--- config.mk ---
export PLATFORM = sky130hd
export DESIGN_NAME = spi_slave_core
export DESIGN_NICKNAME = d
export VERILOG_FILES = /design/src/rtl/spi_pkg.sv /design/src/rtl/spi_slave_sync.sv /design/src/rtl/spi_slave_core.sv
export SDC_FILE = /design/constraint.sdc
export NUM_CORES = 1
export LEC_CHECK = 0
export BUFFER_PORTS_ARGS = -buffer_cell sky130_fd_sc_hd__buf_4
export CORE_ASPECT_RATIO = 1.1
export CORE_MARGIN = 2
export CORE_UTILIZATION = 52
export DETAILED_ROUTE_END_ITERATION = 8
export PLACE_DENSITY = 0.73
export REMOVE_ABC_BUFFERS = 1
export SETUP_SLACK_MARGIN = 0.05
export SKIP_CTS_REPAIR_TIMING = 1
export SLEW_MARGIN = 10
export SYNTH_ARGS = -nofsm -noshare
export SYNTH_HDL_FRONTEND = slang
export SYNTH_SLANG_ARGS = --single-unit
export TNS_END_PERCENT = 5
--- constraint.sdc ---
create_clock -name i_clk_sys -period 4.5 [get_ports i_clk_sys]
set_clock_uncertainty 0.05 [all_clocks]
set_input_delay 0.45 -clock i_clk_sys [delete_from_list [all_inputs] [get_ports i_clk_sys]]
set_output_delay 0.45 -clock i_clk_sys [all_outputs]
set_load 0.1 [all_outputs]
--- src/rtl/spi_pkg.sv ---
// spi_pkg -- shared types and helpers for the SPI responder.
//   spi_state_e      : frame state (IDLE / ACTIVE)
//   SYNC_STAGES      : synchroniser depth ahead of the edge-detect register
//   lead_is_rise()   : true when the leading SCLK edge is a rising edge
//   sample_on_lead() : true when MOSI is sampled on the leading edge
package spi_pkg;

    typedef enum logic {
        IDLE   = 1'b0,
        ACTIVE = 1'b1
    } spi_state_e;

    localparam int SYNC_STAGES = 2;

    // Leading edge is the idle->active transition of SCLK.
    function automatic logic lead_is_rise(input logic cpol);
        return !cpol;
    endfunction

    function automatic logic sample_on_lead(input logic cpha);
        return !cpha;
    endfunction

endpackage

--- src/rtl/spi_slave_sync.sv ---
// spi_slave_sync -- synchroniser for one asynchronous pin plus an edge register.
//   i_clk_sys, i_rst_n : system clock, async active-low reset
//   i_d                : asynchronous input pin
//   o_level            : synchronised level
//   o_rise / o_fall    : single-cycle pulses on synchronised edges
// RST_VAL is the idle level of the pin, so no edge is reported after reset.
module spi_slave_sync
    import spi_pkg::*;
#(
    parameter logic RST_VAL = 1'b0
) (
    input  logic i_clk_sys,
    input  logic i_rst_n,
    input  logic i_d,
    output logic o_level,
    output logic o_rise,
    output logic o_fall
);

    // sr[0..SYNC_STAGES-1] synchronise, sr[SYNC_STAGES] holds the previous level.
    logic [SYNC_STAGES:0] sr;

    always_ff @(posedge i_clk_sys or negedge i_rst_n) begin
        if (!i_rst_n) sr <= {(SYNC_STAGES + 1){RST_VAL}};
        else          sr <= {sr[SYNC_STAGES-1:0], i_d};
    end

    assign o_level = sr[SYNC_STAGES-1];
    assign o_rise  = sr[SYNC_STAGES-1] & ~sr[SYNC_STAGES];
    assign o_fall  = ~sr[SYNC_STAGES-1] & sr[SYNC_STAGES];

endmodule

--- src/rtl/spi_slave_core.sv ---
// spi_slave_core -- SPI responder, all four CPOL/CPHA modes, oversampled in i_clk_sys.
//   i_clk_sys, i_rst_n      : system clock (>= 4x SCLK), async active-low reset
//   i_SCLK, i_CS_n, i_MOSI  : asynchronous SPI pins from the master
//   o_MISO                  : serial data out (0 while idle in the default build)
//   o_MISO_oe               : only with SPI_SLAVE_MISO_OE_EN; equals o_busy, and
//                             o_MISO then holds its last value while idle
//   i_tx_data/i_tx_valid/o_tx_ready : single-entry TX holding register
//   o_rx_data/o_rx_valid    : last received word, one-cycle update pulse
//   o_busy                  : frame active
module spi_slave_core
    import spi_pkg::*;
#(
    parameter logic CPOL       = 1'b0,
    parameter logic CPHA       = 1'b0,
    parameter int   DATA_WIDTH = 8,
    parameter logic MSB_FIRST  = 1'b1
) (
    input  logic                  i_clk_sys,
    input  logic                  i_rst_n,
    input  logic                  i_SCLK,
    input  logic                  i_CS_n,
    input  logic                  i_MOSI,
    output logic                  o_MISO,
`ifdef SPI_SLAVE_MISO_OE_EN
    output logic                  o_MISO_oe,
`endif
    input  logic [DATA_WIDTH-1:0] i_tx_data,
    input  logic                  i_tx_valid,
    output logic                  o_tx_ready,
    output logic [DATA_WIDTH-1:0] o_rx_data,
    output logic                  o_rx_valid,
    output logic                  o_busy
);

    localparam int   CW          = $clog2(DATA_WIDTH);
    localparam logic LEAD_RISE   = lead_is_rise(CPOL);
    localparam logic SAMPLE_LEAD = sample_on_lead(CPHA);

    logic sclk_lvl_unused, sclk_rise, sclk_fall;
    logic cs_lvl_unused, cs_rise, cs_fall;
    logic mosi_s, mosi_rise_unused, mosi_fall_unused;

    spi_slave_sync #(.RST_VAL(CPOL)) u_sync_sclk (
        .i_clk_sys(i_clk_sys), .i_rst_n(i_rst_n), .i_d(i_SCLK),
        .o_level(sclk_lvl_unused), .o_rise(sclk_rise), .o_fall(sclk_fall)
    );
    spi_slave_sync #(.RST_VAL(1'b1)) u_sync_cs (
        .i_clk_sys(i_clk_sys), .i_rst_n(i_rst_n), .i_d(i_CS_n),
        .o_level(cs_lvl_unused), .o_rise(cs_rise), .o_fall(cs_fall)
    );
    spi_slave_sync #(.RST_VAL(1'b0)) u_sync_mosi (
        .i_clk_sys(i_clk_sys), .i_rst_n(i_rst_n), .i_d(i_MOSI),
        .o_level(mosi_s), .o_rise(mosi_rise_unused), .o_fall(mosi_fall_unused)
    );

    logic lead_edge, trail_edge, sample_edge, shift_edge;
    assign lead_edge   = LEAD_RISE ? sclk_rise : sclk_fall;
    assign trail_edge  = LEAD_RISE ? sclk_fall : sclk_rise;
    assign sample_edge = SAMPLE_LEAD ? lead_edge : trail_edge;
    assign shift_edge  = SAMPLE_LEAD ? trail_edge : lead_edge;

    // ---------------- frame FSM ----------------
    spi_state_e state, state_nxt;
    logic       frame_start, active;

    always_ff @(posedge i_clk_sys or negedge i_rst_n) begin
        if (!i_rst_n) state <= IDLE;
        else          state <= state_nxt;
    end

    // A CS_n rise masks any SCLK edge in the same cycle, so an abort never
    // completes a word.
    always_comb begin
        state_nxt   = state;
        frame_start = 1'b0;
        active      = 1'b0;
        case (state)
            IDLE: if (cs_fall) begin
                state_nxt   = ACTIVE;
                frame_start = 1'b1;
            end
            ACTIVE: if (cs_rise) state_nxt = IDLE;
                    else         active    = 1'b1;
            default: state_nxt = IDLE;
        endcase
    end

    // ---------------- datapath ----------------
    logic [DATA_WIDTH-1:0] hold_data, tx_sr, rx_sr, rx_nxt, hold_word, tx_src, tx_adv;
    logic                  hold_full, tx_pend, miso_q, tx_bit;
    logic [CW-1:0]         bit_cnt;
    logic                  smp, shf, reload, load, present;

    assign smp       = active && sample_edge;
    assign shf       = active && shift_edge;
    assign hold_word = hold_full ? hold_data : '0;   // underrun sends zeros
    // tx_pend: word loaded at frame start (CPHA=1) but its first bit not yet shown.
    assign reload    = shf && !tx_pend && (bit_cnt == '0);
    assign load      = frame_start || reload;
    assign present   = shf || (frame_start && (CPHA == 1'b0));
    assign tx_src    = load ? hold_word : tx_sr;
    assign tx_bit    = MSB_FIRST ? tx_src[DATA_WIDTH-1] : tx_src[0];
    assign tx_adv    = MSB_FIRST ? (tx_src << 1) : (tx_src >> 1);
    assign rx_nxt    = MSB_FIRST ? {rx_sr[DATA_WIDTH-2:0], mosi_s}
                                 : {mosi_s, rx_sr[DATA_WIDTH-1:1]};

    always_ff @(posedge i_clk_sys or negedge i_rst_n) begin
        if (!i_rst_n) begin
            hold_data  <= '0;
            hold_full  <= 1'b0;
            tx_sr      <= '0;
            tx_pend    <= 1'b0;
            miso_q     <= 1'b0;
            rx_sr      <= '0;
            bit_cnt    <= '0;
            o_rx_data  <= '0;
            o_rx_valid <= 1'b0;
        end else begin
            o_rx_valid <= 1'b0;

            if (present) begin
                miso_q  <= tx_bit;
                tx_sr   <= tx_adv;
                tx_pend <= 1'b0;
            end else if (frame_start) begin
                tx_sr   <= hold_word;
                tx_pend <= 1'b1;
            end

            if (frame_start) bit_cnt <= '0;

            if (smp) begin
                rx_sr <= rx_nxt;
                if (bit_cnt == CW'(DATA_WIDTH - 1)) begin
                    bit_cnt    <= '0;
                    o_rx_data  <= rx_nxt;
                    o_rx_valid <= 1'b1;
                end else begin
                    bit_cnt <= bit_cnt + 1'b1;
                end
            end

            // Load consumes the old contents first; a same-cycle handshake
            // then refills the register.
            if (load) hold_full <= 1'b0;
            if (i_tx_valid && !hold_full) begin
                hold_full <= 1'b1;
                hold_data <= i_tx_data;
            end
        end
    end

    assign o_tx_ready = !hold_full;
    assign o_busy     = (state == ACTIVE);

`ifdef SPI_SLAVE_MISO_OE_EN
    assign o_MISO    = miso_q;
    assign o_MISO_oe = o_busy;
`else
    assign o_MISO    = o_busy & miso_q;
`endif

endmodule

==> metrics.md <==
| Metric | Value |
|---|---|
| Die Y-Extent | `68.9 µm` |
| Buffers added on ports | `25` |
| Internal | `0.804 mW` |
| Post-route insts no fill | `220` |
| DRC viols | `0` |
| Clk pwr share | `19.8%` |
| Seq pwr share | `51.1%` |
| Cell Rows | `23` |
| HP Class | `in -> async` |
| Static leakage | `1.04 nW` |
| Ys flop type | `dfrtp_1` |
| Clk Latency, worst-skew pair | `0.29 ns` |
| Total power | `1.22 mW` |
| CTS clk-pin slew, worst paths | `0.08 ns` |
| Clock sinks | `47` |
| Ant. Diodes | `0` |
| Placeable Area | `3650 µm²` |
| TritonCTS clock tree | `done` |
| Final Max Slew Viols | `0` |
| Setup TNS Final | `0 ns` |
| Minimum clock period | `2.03 ns` |
| H-tree levels | `2` |
| GRT Util Overall | `18.3%` |
| Root Driver | `clkbuf_8` |
| Congestion Overflow GR | `0` |
| Final worst slack | `2.47 ns` |
| Area delta synth->final | `13.6%` |
| Post-synth EDFFs | `0` |
| Largest net degree at the start of global routing | `48` |
| FMAX | `0.493 GHz` |
| Worst path required time | `4.61 ns` |
| Slew @ Worst Pin | `0.733 ns` |
| Cells after synthesis | `147` |
| Comb pwr share | `29.1%` |
| Power density cells | `540 nW/µm²` |
| Min Hold Slack | `0.0957 ns` |
| Max FO, Critical Path | `19` |
| Max-slew headroom | `51.0%` |
| Mean Syn Cell Area | `13.6 µm²` |
| DP Wirelength | `2.37 mm` |
| Initial antenna violation count | `0` |
| Drt pass-1 iters | `4` |
| Crit start category | `flip-flop` |
| Reg-to-reg slack, setup | `2.47 ns` |
| Die area | `4340 µm²` |
| Longest Clk Path Bufs | `2` |
| Syn Std Cell Area | `1990 µm²` |
| Via density | `5.72` |
| Crit Path Class | `reg -> reg` |
| RSZ-0062 raised after global routing | `no` |
| Final setup violation count | `0` |
| Placed Cells | `212` |
| Synth Warn # | `0` |
| Yosys cell types | `29` |
| Die W | `63.0 µm` |
| Gpl congestion | `0.761` |
| Total wire length | `3.49 mm` |
| Reg2Reg Capture Point | `tx_sr[3]$_DFFE_PN0P_` |
| Iter 0 DRT Violations | `107` |
| CTS buffer count | `5` |
| Post-route clock period utilization | `45.1%` |
| Maxcap violations | `0` |
| Fraction of layout cells with a size suffix above 1 | `38.8%` |
| Pre-CTS WS | `2.51 ns` |
| Register bit total from synthesis | `47` |
| FF-to-FF Start | `o_busy$_DFF_PN0_` |
| Initial Util | `54.5%` |
| Vias in the first global route | `1,297` |
| First-pass GRT wire length | `5.97 mm` |
| Post-route ant nets | `0` |
| Worst r2r path cells | `3` |
| Io pins | `26` |
| Seq/Total Area, Yosys | `59.2%` |
| Peak VDD IR | `0.283 mV` |
| Critical path capture point type | `flip-flop` |
| Routed wire length per instance | `15.8 µm` |
| Async SR Flop Fraction | `100%` |
| Outcome | `completed` |
| Switch share | `34.2%` |
| Net Sw Power | `0.418 mW` |
| Via count | `1,258` |
| Final net count | `186` |
| Final hold vios | `0` |
| Crit path DAT | `2.14 ns` |
flip-flops by register name (all words and copies together) (netlist names):
register,flops
bit_cnt,3
hold_data,8
hold_full,1
miso_q,1
o_busy,1
o_rx_data,8
o_rx_valid,1
rx_sr,7
tx_pend,1
tx_sr,8
u_sync_cs.sr,3
u_sync_mosi.sr,2
u_sync_sclk.sr,3
how the worst max path moves through the flow:
stage                      from                   end  slack (ns)  depth (start not counted)
2_1_floorplan  o_busy$_DFF_PN0_                o_MISO        1.93                          1
3_3_place_gp   o_busy$_DFF_PN0_  tx_sr[5]$_DFFE_PN0P_        2.56                          3
3_5_place_dp   o_busy$_DFF_PN0_  tx_sr[5]$_DFFE_PN0P_        2.51                          3
4_1_cts        o_busy$_DFF_PN0_                o_MISO        2.49                          2
5_1_grt        o_busy$_DFF_PN0_  tx_sr[3]$_DFFE_PN0P_        2.33                          3
6_report       o_busy$_DFF_PN0_  tx_sr[3]$_DFFE_PN0P_        2.47                          3
stage by stage:
| step | util (%) | instance area [µm²] |
|---|---|---|
| finish | 61.9 | 2260 |
| global placement | 59.6 | 2180 |
| detailed placement | 59.6 | 2180 |
| global route | 61.9 | 2260 |
| CTS | 61.9 | 2260 |
| floorplan | - | 1930 |
Yosys cell counts (2+ instances only):
cell type / n / area [µm²]
nor2b_1: 3 / 18.8
nand3_1: 8 / 40.0
buf_6: 3 / 33.8
o211ai_1: 8 / 60.1
or3b_1: 2 / 17.5
inv_1: 8 / 30.0
dfrtp_1: 44 / 1100
buf_2: 3 / 15.0
nor2_1: 5 / 18.8
mux2_4: 2 / 30.0
a31oi_1: 8 / 50.1
clkbuf_1: 2 / 7.51
ha_1: 3 / 37.5
mux2_2: 23 / 259
a311oi_1: 8 / 70.1
dfstp_2: 3 / 78.8
buf_1: 2 / 7.51
area by class of cell:
type                    instances  area (µm²)
inverters                       8        30.0
repair buffers                 25         188
clock inverters                 2        12.5
multi-input cells              82         718
flip-flops and latches         47        1180
clock buffers                   6        72.6
fillers                       299        1390
well taps                      50        62.6
critical path, stage by stage (launching register included):
cell and delay (ns):
dfrtp_1 0.60, nor3b_4 0.71, a31o_1 0.41, a31oi_1 0.14
per-layer routing:
layer  vias up  track usage, %  part of all wire (%)
met5         -               0                     0
met4         0            5.83                   1.0
met3         5            6.49                   5.8
met2        40            31.4                    50
met1       636            21.8                    43
li1        577               -                     -
power by group through the flow:
| stage | Combinational [mW] | Clock [mW] | Sequential [mW] |
|---|---|---|---|
| after floorplan | 0.272 | 0 | 0.615 |
| after global placement | 0.344 | 0 | 0.626 |
| after detailed placement | 0.357 | 0 | 0.633 |
| after CTS | 0.357 | 0.252 | 0.626 |
| after global routing | 0.392 | 0.274 | 0.644 |
| final | 0.356 | 0.242 | 0.624 |
placed cells by master (no fill, tap or decap), drive strengths merged:
master / instances
dfrtp: 44
buf: 25
mux2: 25
nand3: 9
inv: 8
o211ai: 8
a311oi: 8
a31oi: 8
clkbuf: 6
nor2: 5
nor2b: 3
ha: 3
dfstp: 3
or3b: 2
nand4: 2
nor3b: 2
a31o: 2
and2: 1
nand2b: 1
maj3: 1
nand2: 1
mux2i: 1
clkinvlp: 1
clkinv: 1
cells by family (layout without fill, tap and decap cells):
group,count (synthesis),after routing,synth area share (%)
flops,47,47,59.2
compound gates,26,26,9.93
mux,26,26,15.0
simple gates,26,26,8.73
buf+inv,18,41,4.71
fa+ha+maj,4,4,2.39
Power figures use the tool's default switching activity.
